### src/rtl/mx_pkg.sv
// Shared types and helpers for MX element normalisation.
// Struct typedefs here are sized for the default 8-bit/3-bit element configuration.
package mx_pkg;

  function automatic int clog2_p1(input int n);
    return $clog2(n) + 1;
  endfunction

  localparam int DEF_WIDTH_I = 8;
  localparam int DEF_MAN_W   = 3;
  localparam int DEF_LZ_W    = $clog2(DEF_WIDTH_I + 1);
  localparam int DEF_EXP_W   = clog2_p1(DEF_WIDTH_I);

  typedef struct packed {
    logic                   valid;
    logic                   sign;
    logic [DEF_WIDTH_I-1:0] mag;
    logic [DEF_LZ_W-1:0]    lz;
  } norm_s1_t;

  typedef struct packed {
    logic                 valid;
    logic                 sign;
    logic [DEF_EXP_W-1:0] exp;
    logic [DEF_MAN_W-1:0] man;
    logic                 zero;
  } norm_s2_t;

endpackage

### src/rtl/clz_int.sv
// Count leading zeros of an unsigned value; an all-zero input returns width.
module clz_int #(
  parameter int width = 8,
  parameter int lz_w  = $clog2(width + 1)
) (
  input  logic [width-1:0] value,
  output logic [lz_w-1:0]  lz
);

  // Scan upward so the highest set bit is the last one to write lz.
  always_comb begin
    lz = lz_w'(width);
    for (int i = 0; i < width; i++) begin
      if (value[i]) lz = lz_w'(width - 1 - i);
    end
  end

endmodule

### src/rtl/int_norm_pipe.sv
// Two-stage valid/ready pipeline turning a signed integer into sign/exponent/mantissa.
// Build option: define NORM_ROUND_EN for round-to-nearest-even on the fraction (default truncates).
module int_norm_pipe
  import mx_pkg::*;
#(
  parameter int width_i = 8,
  parameter int man_w   = 3,
  parameter int exp_w   = clog2_p1(width_i)
) (
  input  logic               i_clk,
  input  logic               i_rst,
  input  logic               i_valid,
  output logic               o_ready,
  input  logic [width_i-1:0] i_num,
  output logic               o_valid,
  input  logic               i_ready,
  output logic               o_sign,
  output logic [exp_w-1:0]   o_exp,
  output logic [man_w-1:0]   o_man,
  output logic               o_zero
);

  localparam int lz_w = $clog2(width_i + 1);

  typedef struct packed {
    logic               valid;
    logic               sign;
    logic [width_i-1:0] mag;
    logic [lz_w-1:0]    lz;
  } s1_reg_t;

  typedef struct packed {
    logic             valid;
    logic             sign;
    logic [exp_w-1:0] exp;
    logic [man_w-1:0] man;
    logic             zero;
  } s2_reg_t;

  s1_reg_t s1_q;
  s2_reg_t s2_q;

  logic               en;
  logic               in_sign;
  logic [width_i-1:0] in_mag;
  logic [lz_w-1:0]    in_lz;

  // The whole pipe advances together; a stalled output freezes stage 1 as well.
  assign en      = !s2_q.valid || i_ready;
  assign o_ready = en;

  // Negating the most negative value wraps back to 2^(width_i-1), which is the correct magnitude.
  assign in_sign = i_num[width_i-1];
  assign in_mag  = in_sign ? -i_num : i_num;

  clz_int #(
    .width(width_i),
    .lz_w (lz_w)
  ) u_clz (
    .value(in_mag),
    .lz   (in_lz)
  );

  logic [width_i-1:0] sh;
  logic [man_w-1:0]   frac;
  logic [exp_w-1:0]   exp_base;
  logic               is_zero;
  logic [exp_w-1:0]   s2_exp;
  logic [man_w-1:0]   s2_man;
  logic               unused_sh;

  assign sh        = s1_q.mag << s1_q.lz;
  assign frac      = sh[width_i-2 -: man_w];
  assign is_zero   = (s1_q.mag == '0);
  assign exp_base  = is_zero ? '0 : exp_w'(width_i - 1 - int'(s1_q.lz));
  assign unused_sh = ^sh;

`ifdef NORM_ROUND_EN
  logic [width_i-1:0] rest;
  logic               guard;
  logic               sticky;
  logic               round_up;
  logic [man_w:0]     frac_sum;

  // Bits below the fraction, top-aligned: guard is the MSB, sticky the OR of the others.
  assign rest     = sh << (man_w + 1);
  assign guard    = rest[width_i-1];
  assign sticky   = |rest[width_i-2:0];
  assign round_up = guard && (sticky || frac[0]);
  assign frac_sum = {1'b0, frac} + (man_w + 1)'(round_up);
  assign s2_man   = frac_sum[man_w-1:0];
  assign s2_exp   = exp_base + exp_w'(frac_sum[man_w]);
`else
  assign s2_man   = frac;
  assign s2_exp   = exp_base;
`endif

  always_ff @(posedge i_clk or posedge i_rst) begin
    if (i_rst) begin
      s1_q <= '0;
      s2_q <= '0;
    end else if (en) begin
      s1_q.valid <= i_valid;
      s1_q.sign  <= in_sign;
      s1_q.mag   <= in_mag;
      s1_q.lz    <= in_lz;
      s2_q.valid <= s1_q.valid;
      s2_q.sign  <= s1_q.sign && !is_zero;
      s2_q.exp   <= s2_exp;
      s2_q.man   <= s2_man;
      s2_q.zero  <= is_zero;
    end
  end

  assign o_valid = s2_q.valid;
  assign o_sign  = s2_q.sign;
  assign o_exp   = s2_q.exp;
  assign o_man   = s2_q.man;
  assign o_zero  = s2_q.zero;

endmodule

### config.mk
export PLATFORM = sky130hd
export DESIGN_NAME = int_norm_pipe
export DESIGN_NICKNAME = d
export VERILOG_FILES = /design/src/rtl/mx_pkg.sv /design/src/rtl/clz_int.sv /design/src/rtl/int_norm_pipe.sv
export SDC_FILE = /design/constraint.sdc
export NUM_CORES = 1
export LEC_CHECK = 0
export ABC_AREA = 1
export CORE_UTILIZATION = 56
export CTS_CLUSTER_SIZE = 28
export DETAILED_ROUTE_END_ITERATION = 10
export PLACE_DENSITY = 0.83
export SETUP_SLACK_MARGIN = 0.5
export SLEW_MARGIN = 20
export SYNTH_ARGS = -nofsm -noshare
export SYNTH_HDL_FRONTEND = slang
export SYNTH_HIERARCHICAL = 1
export SYNTH_SLANG_ARGS = --single-unit
### constraint.sdc
create_clock -name i_clk -period 2.7 [get_ports i_clk]
set_input_delay 0.81 -clock i_clk [delete_from_list [all_inputs] [get_ports i_clk]]
set_output_delay 0.81 -clock i_clk [all_outputs]
set_load 0.01 [all_outputs]
## After elaboration in Yosys (flattened, before gate mapping)

Index checks and enable logic that the tools add are counted.
W data, S select, Z words.

- Bits in registers: 24
- Bits in read-only memories: 0
- Input port bits: 12
- Memories: 0
- Bits in writable memories: 0
- Logic and storage cells: 27
- Latch bits: 0

- Multiplexer cells: 10
- $lt $le $gt $ge: 0
- Multipliers: 0
- Add/sub/neg operators: 2
- Shift operators: 1
- Bitwise gates (word level): 0
- Div/mod/pow operators: 0
- Eq/ne operators: 0
- Reductions and logical operators: 5

Operator list:

| operator | count |
|---|---|
| $mux W4 | 9 |
| $logic_not A8 Y1 | 1 |
| $mux W8 | 1 |
| $neg A8 Y8 | 1 |
| $shl A8 B4 Y7 | 1 |
| $sub A3 B4 Y4 const A | 1 |
| $logic_not A1 Y1 | 2 |
| $logic_and A1 B1 Y1 | 1 |
| $logic_or A1 B1 Y1 | 1 |

## Logic depth before layout (Yosys ltp)

- Depth in word-level cells: 10
- Gate-level depth with buffers: 13

## By module

Netlist, hierarchy kept.

Modules (own cells, without submodules):

| module | instances | area an instance (sq um) | cells an instance | seq. area each (sq um) |
|---|---|---|---|---|
| int_norm_pipe | 1 | 1300.0 | 176 | 600.6 |
| clz_int | 1 | 101.3 | 21 | 0.0 |

## Least setup slack after synthesis

OpenSTA, ideal clock, no wires.

- Path type: input-to-output
- Start point: input port i_ready
- End point: output port o_ready
- Path buffers: 1
- Cell stages on the path: 3
- Data required time: 1890 ps
- Arrival time: 1178 ps
- Slack: 712 ps
- Cells stage by stage: nor2_4 > inv_2 > buf_6

- Cells in the longest elaborated chain, start to end: 1

Ends and longest elaborated chain:

| what | line | text |
|---|---|---|
| from (decl) | int_norm_pipe.sv:16 | `input logic i_ready,` |
| $logic_or A1 B1 Y1 | int_norm_pipe.sv:49 | `assign en = !s2_q.valid \|\| i_ready;` |
| to (decl) | int_norm_pipe.sv:13 | `output logic o_ready,` |

Every way passes these cells.

## Final worst setup path

Same ends and word-level chain as after synthesis.

==> summary.txt <==
outcome: completed
worst path arrival time: 1310 ps
Ports: 23
Mapped Cells: 197
Setup crit end kind: output port
maximum vdd ir drop: 0.3794 mV
Max Freq: 0.4715 GHz
distinct cell type count after synthesis: 27
most numerous cell in the Yosys netlist: nand2_1
post-synth top area share: 0.4286
share of cells above drive strength 1: 0.1372
Die X-Extent: 52.03 um
Main synth FF type: dfrtp_1
relative slew slack: 0.7543
Final ANT Viol Nets: 0
CTS Buf Count: 3
HPWL after DPL: 2.212 mm
initial antenna violation count: 0
Antenna diodes: 0
Final Hold Fails: 0
CP max stage delay: 210 ps
crit share post-route: 0.7855
Post-synth ARST share: 1.000
Synth Warn #: 6
Root Driver: clkbuf_4
Hold Path Class: reg2reg
row count: 17
Max Slew Vio Count: 0
largest net degree at the start of global routing: 25
CP Class: in2out
fin crit period: 2121 ps
top post-synthesis cells by count: nand2_1, dfrtp_1, inv_1
first-pass GRT wire length: 4.995 mm
syn_nets: 210
Max Root-Sink Buffers: 2
detailed-route via count: 1,319
crit-path cells: clkdlybuf4s15_1, nor2_4, inv_2, buf_2
routability-driven placement congestion ratio: 0.9073
number of global-route vias before repair: 1,248
Worst path slowest cell: clkdlybuf4s15_1
Residual DRC: 0
CP startpoint kind: input port
vias per cell: 5.193
global router's overall resource usage: 0.2484
Placed Cells: 246
sequential share of the synthesized area: 0.4286
EDFF count, synth: 0
Avg Inst Size Synth: 7.113 sq um
Max-Cap Viols: 0
final net count: 240
Worst Path Required: 1890 ps
setup TNS: 0 ps
Hold-fix buffers, CTS: 0
Worst Tran Pin Value: 368.5 ps
top post-synthesis cells by area: dfrtp_1, nand2_1, inv_1
Die Area: 2707 sq um
Layout Skew: 7.500 ps
clk_lat worst skew: 300 ps
final number of setup-violating endpoints: 0
H-tree depth: 1
RSZ-0062 raised after global routing: false
synth-to-layout area growth: 21.61%
Buf/Inv on CP: 3
Die H: 52.03 um
Initial Util: 0.6157
TritonRoute pass-1 iters: 4
CTS clock-pin slew for the worst setup and hold paths: 120 ps
Cell Count, Final, Fillers Out: 254
Post-Syn Area: 1401 sq um
CTS Sinks: 24
DR iter-0 viols: 60
PortBufs: 22
routed wire length per instance: 11.79 um
area leader, netlist: dfrtp_1
core region area: 2276 sq um
Crit path max-delay family: buffers and inverters
pwr/cell area: 598.2 nW/um^2
CP Max Fanout: 2
total routed wirelength: 2.994 mm
total grt overflow: 0
CTS tree: done
final core utilization: 0.7488
Leak: 0.9166 nW
number of synthesized register bits: 24
-- flip-flops by register name, indices dropped and copies added, names as in the netlist --
signal / cells
o_sign: 1
o_valid: 1
s1_q: 14
o_man: 3
o_exp: 4
o_zero: 1
-- routing by layer --
| metal | GRT usage | vias to the layer above | share of wire |
|---|---|---|---|
| li1 | - | 660 | - |
| met4 | 0.1261 | 0 | 0.021 |
| met5 | 0 | - | 0 |
| met1 | 0.2966 | 596 | 0.44 |
| met2 | 0.4402 | 57 | 0.49 |
| met3 | 0.02047 | 6 | 0.056 |
-- stage by stage --
step / hold slack [ps] / power (W) / setup slack (ps) / area [sq um]
after floorplan: 418.7 / 0.0006923 / 711.7 / 1401
after global placement: 431.5 / 0.0008161 / -52.04 / 1647
after detailed placement: 434.5 / 0.0008304 / -46.59 / 1647
after CTS: 464.9 / 0.001018 / 470.8 / 1709
after global routing: 511.7 / 0.001087 / 524.3 / 1704
final: 464.9 / 0.001019 / 579.3 / 1704
-- final timing paths --
kind	endpoint	slack, ps	depth (start not counted)	start
max	o_ready	580	4	i_ready
min	o_valid	460	2	s1_q[13]
max reg2reg	o_man[2]	1490	7	s1_q[0]
min reg2reg	o_valid	460	2	s1_q[13]
max in group asynchronous	s1_q[10]	1640	3	i_rst
min in group asynchronous	s1_q[6]	830	3	i_rst
-- power by group --
| part | switching, W | internal, W | leakage [nW] |
|---|---|---|---|
| clock | 0.000103 | 0.0000821 | 0.0210 |
| combinational | 0.000200 | 0.000164 | 0.600 |
| sequential | 0.0000489 | 0.000422 | 0.295 |
| total | 0.000351 | 0.000668 | 0.917 |
-- placed cells by master, fill, tap and decap left out, types with 2 or more instances in the layout --
cell,instances
inv_1,20
clkdlybuf4s50_1,17
dfrtp_1,24
o21ai_1,3
nand3_1,14
o21ai_0,7
dlygate4sd2_1,3
clkbuf_4,3
nor2_1,12
nand2_1,85
nor2_2,2
o21ai_2,2
inv_2,7
nand4_1,2
a21oi_1,2
buf_4,8
-- worst min-delay path, cell delays in order, from the launching register on --
cell	delay (ps)
dfrtp_1	340
inv_1	40
nand2_1	60
-- logic make-up after synthesis --
logic type,after synthesis,synth area share
AO/OA/AOI/OAI,16,0.06518
buffers and inverters,33,0.1071
XOR/XNOR,3,0.02947
AND/OR/NAND/NOR,120,0.3607
flip-flops,24,0.4286
adder cells (fa/ha/maj),1,0.008927
-- repair_timing --
item / in CTS / in global routing
pin swaps: 3 / 1
buffers inserted: 4 / 0
resized for setup: 9 / 3
endpoints found under the setup margin: 5 / 2
-- area by class of cell --
cell class | instances | area (sq um)
clock buffers | 4 | 36.28
fillers | 181 | 571.8
inverters | 28 | 110.1
multi-input cells | 140 | 650.6
flip-flops and latches | 24 | 600.6
well taps | 28 | 35.03
repair buffers | 30 | 271.5
Note: power is estimated with default switching activity, not from simulation.
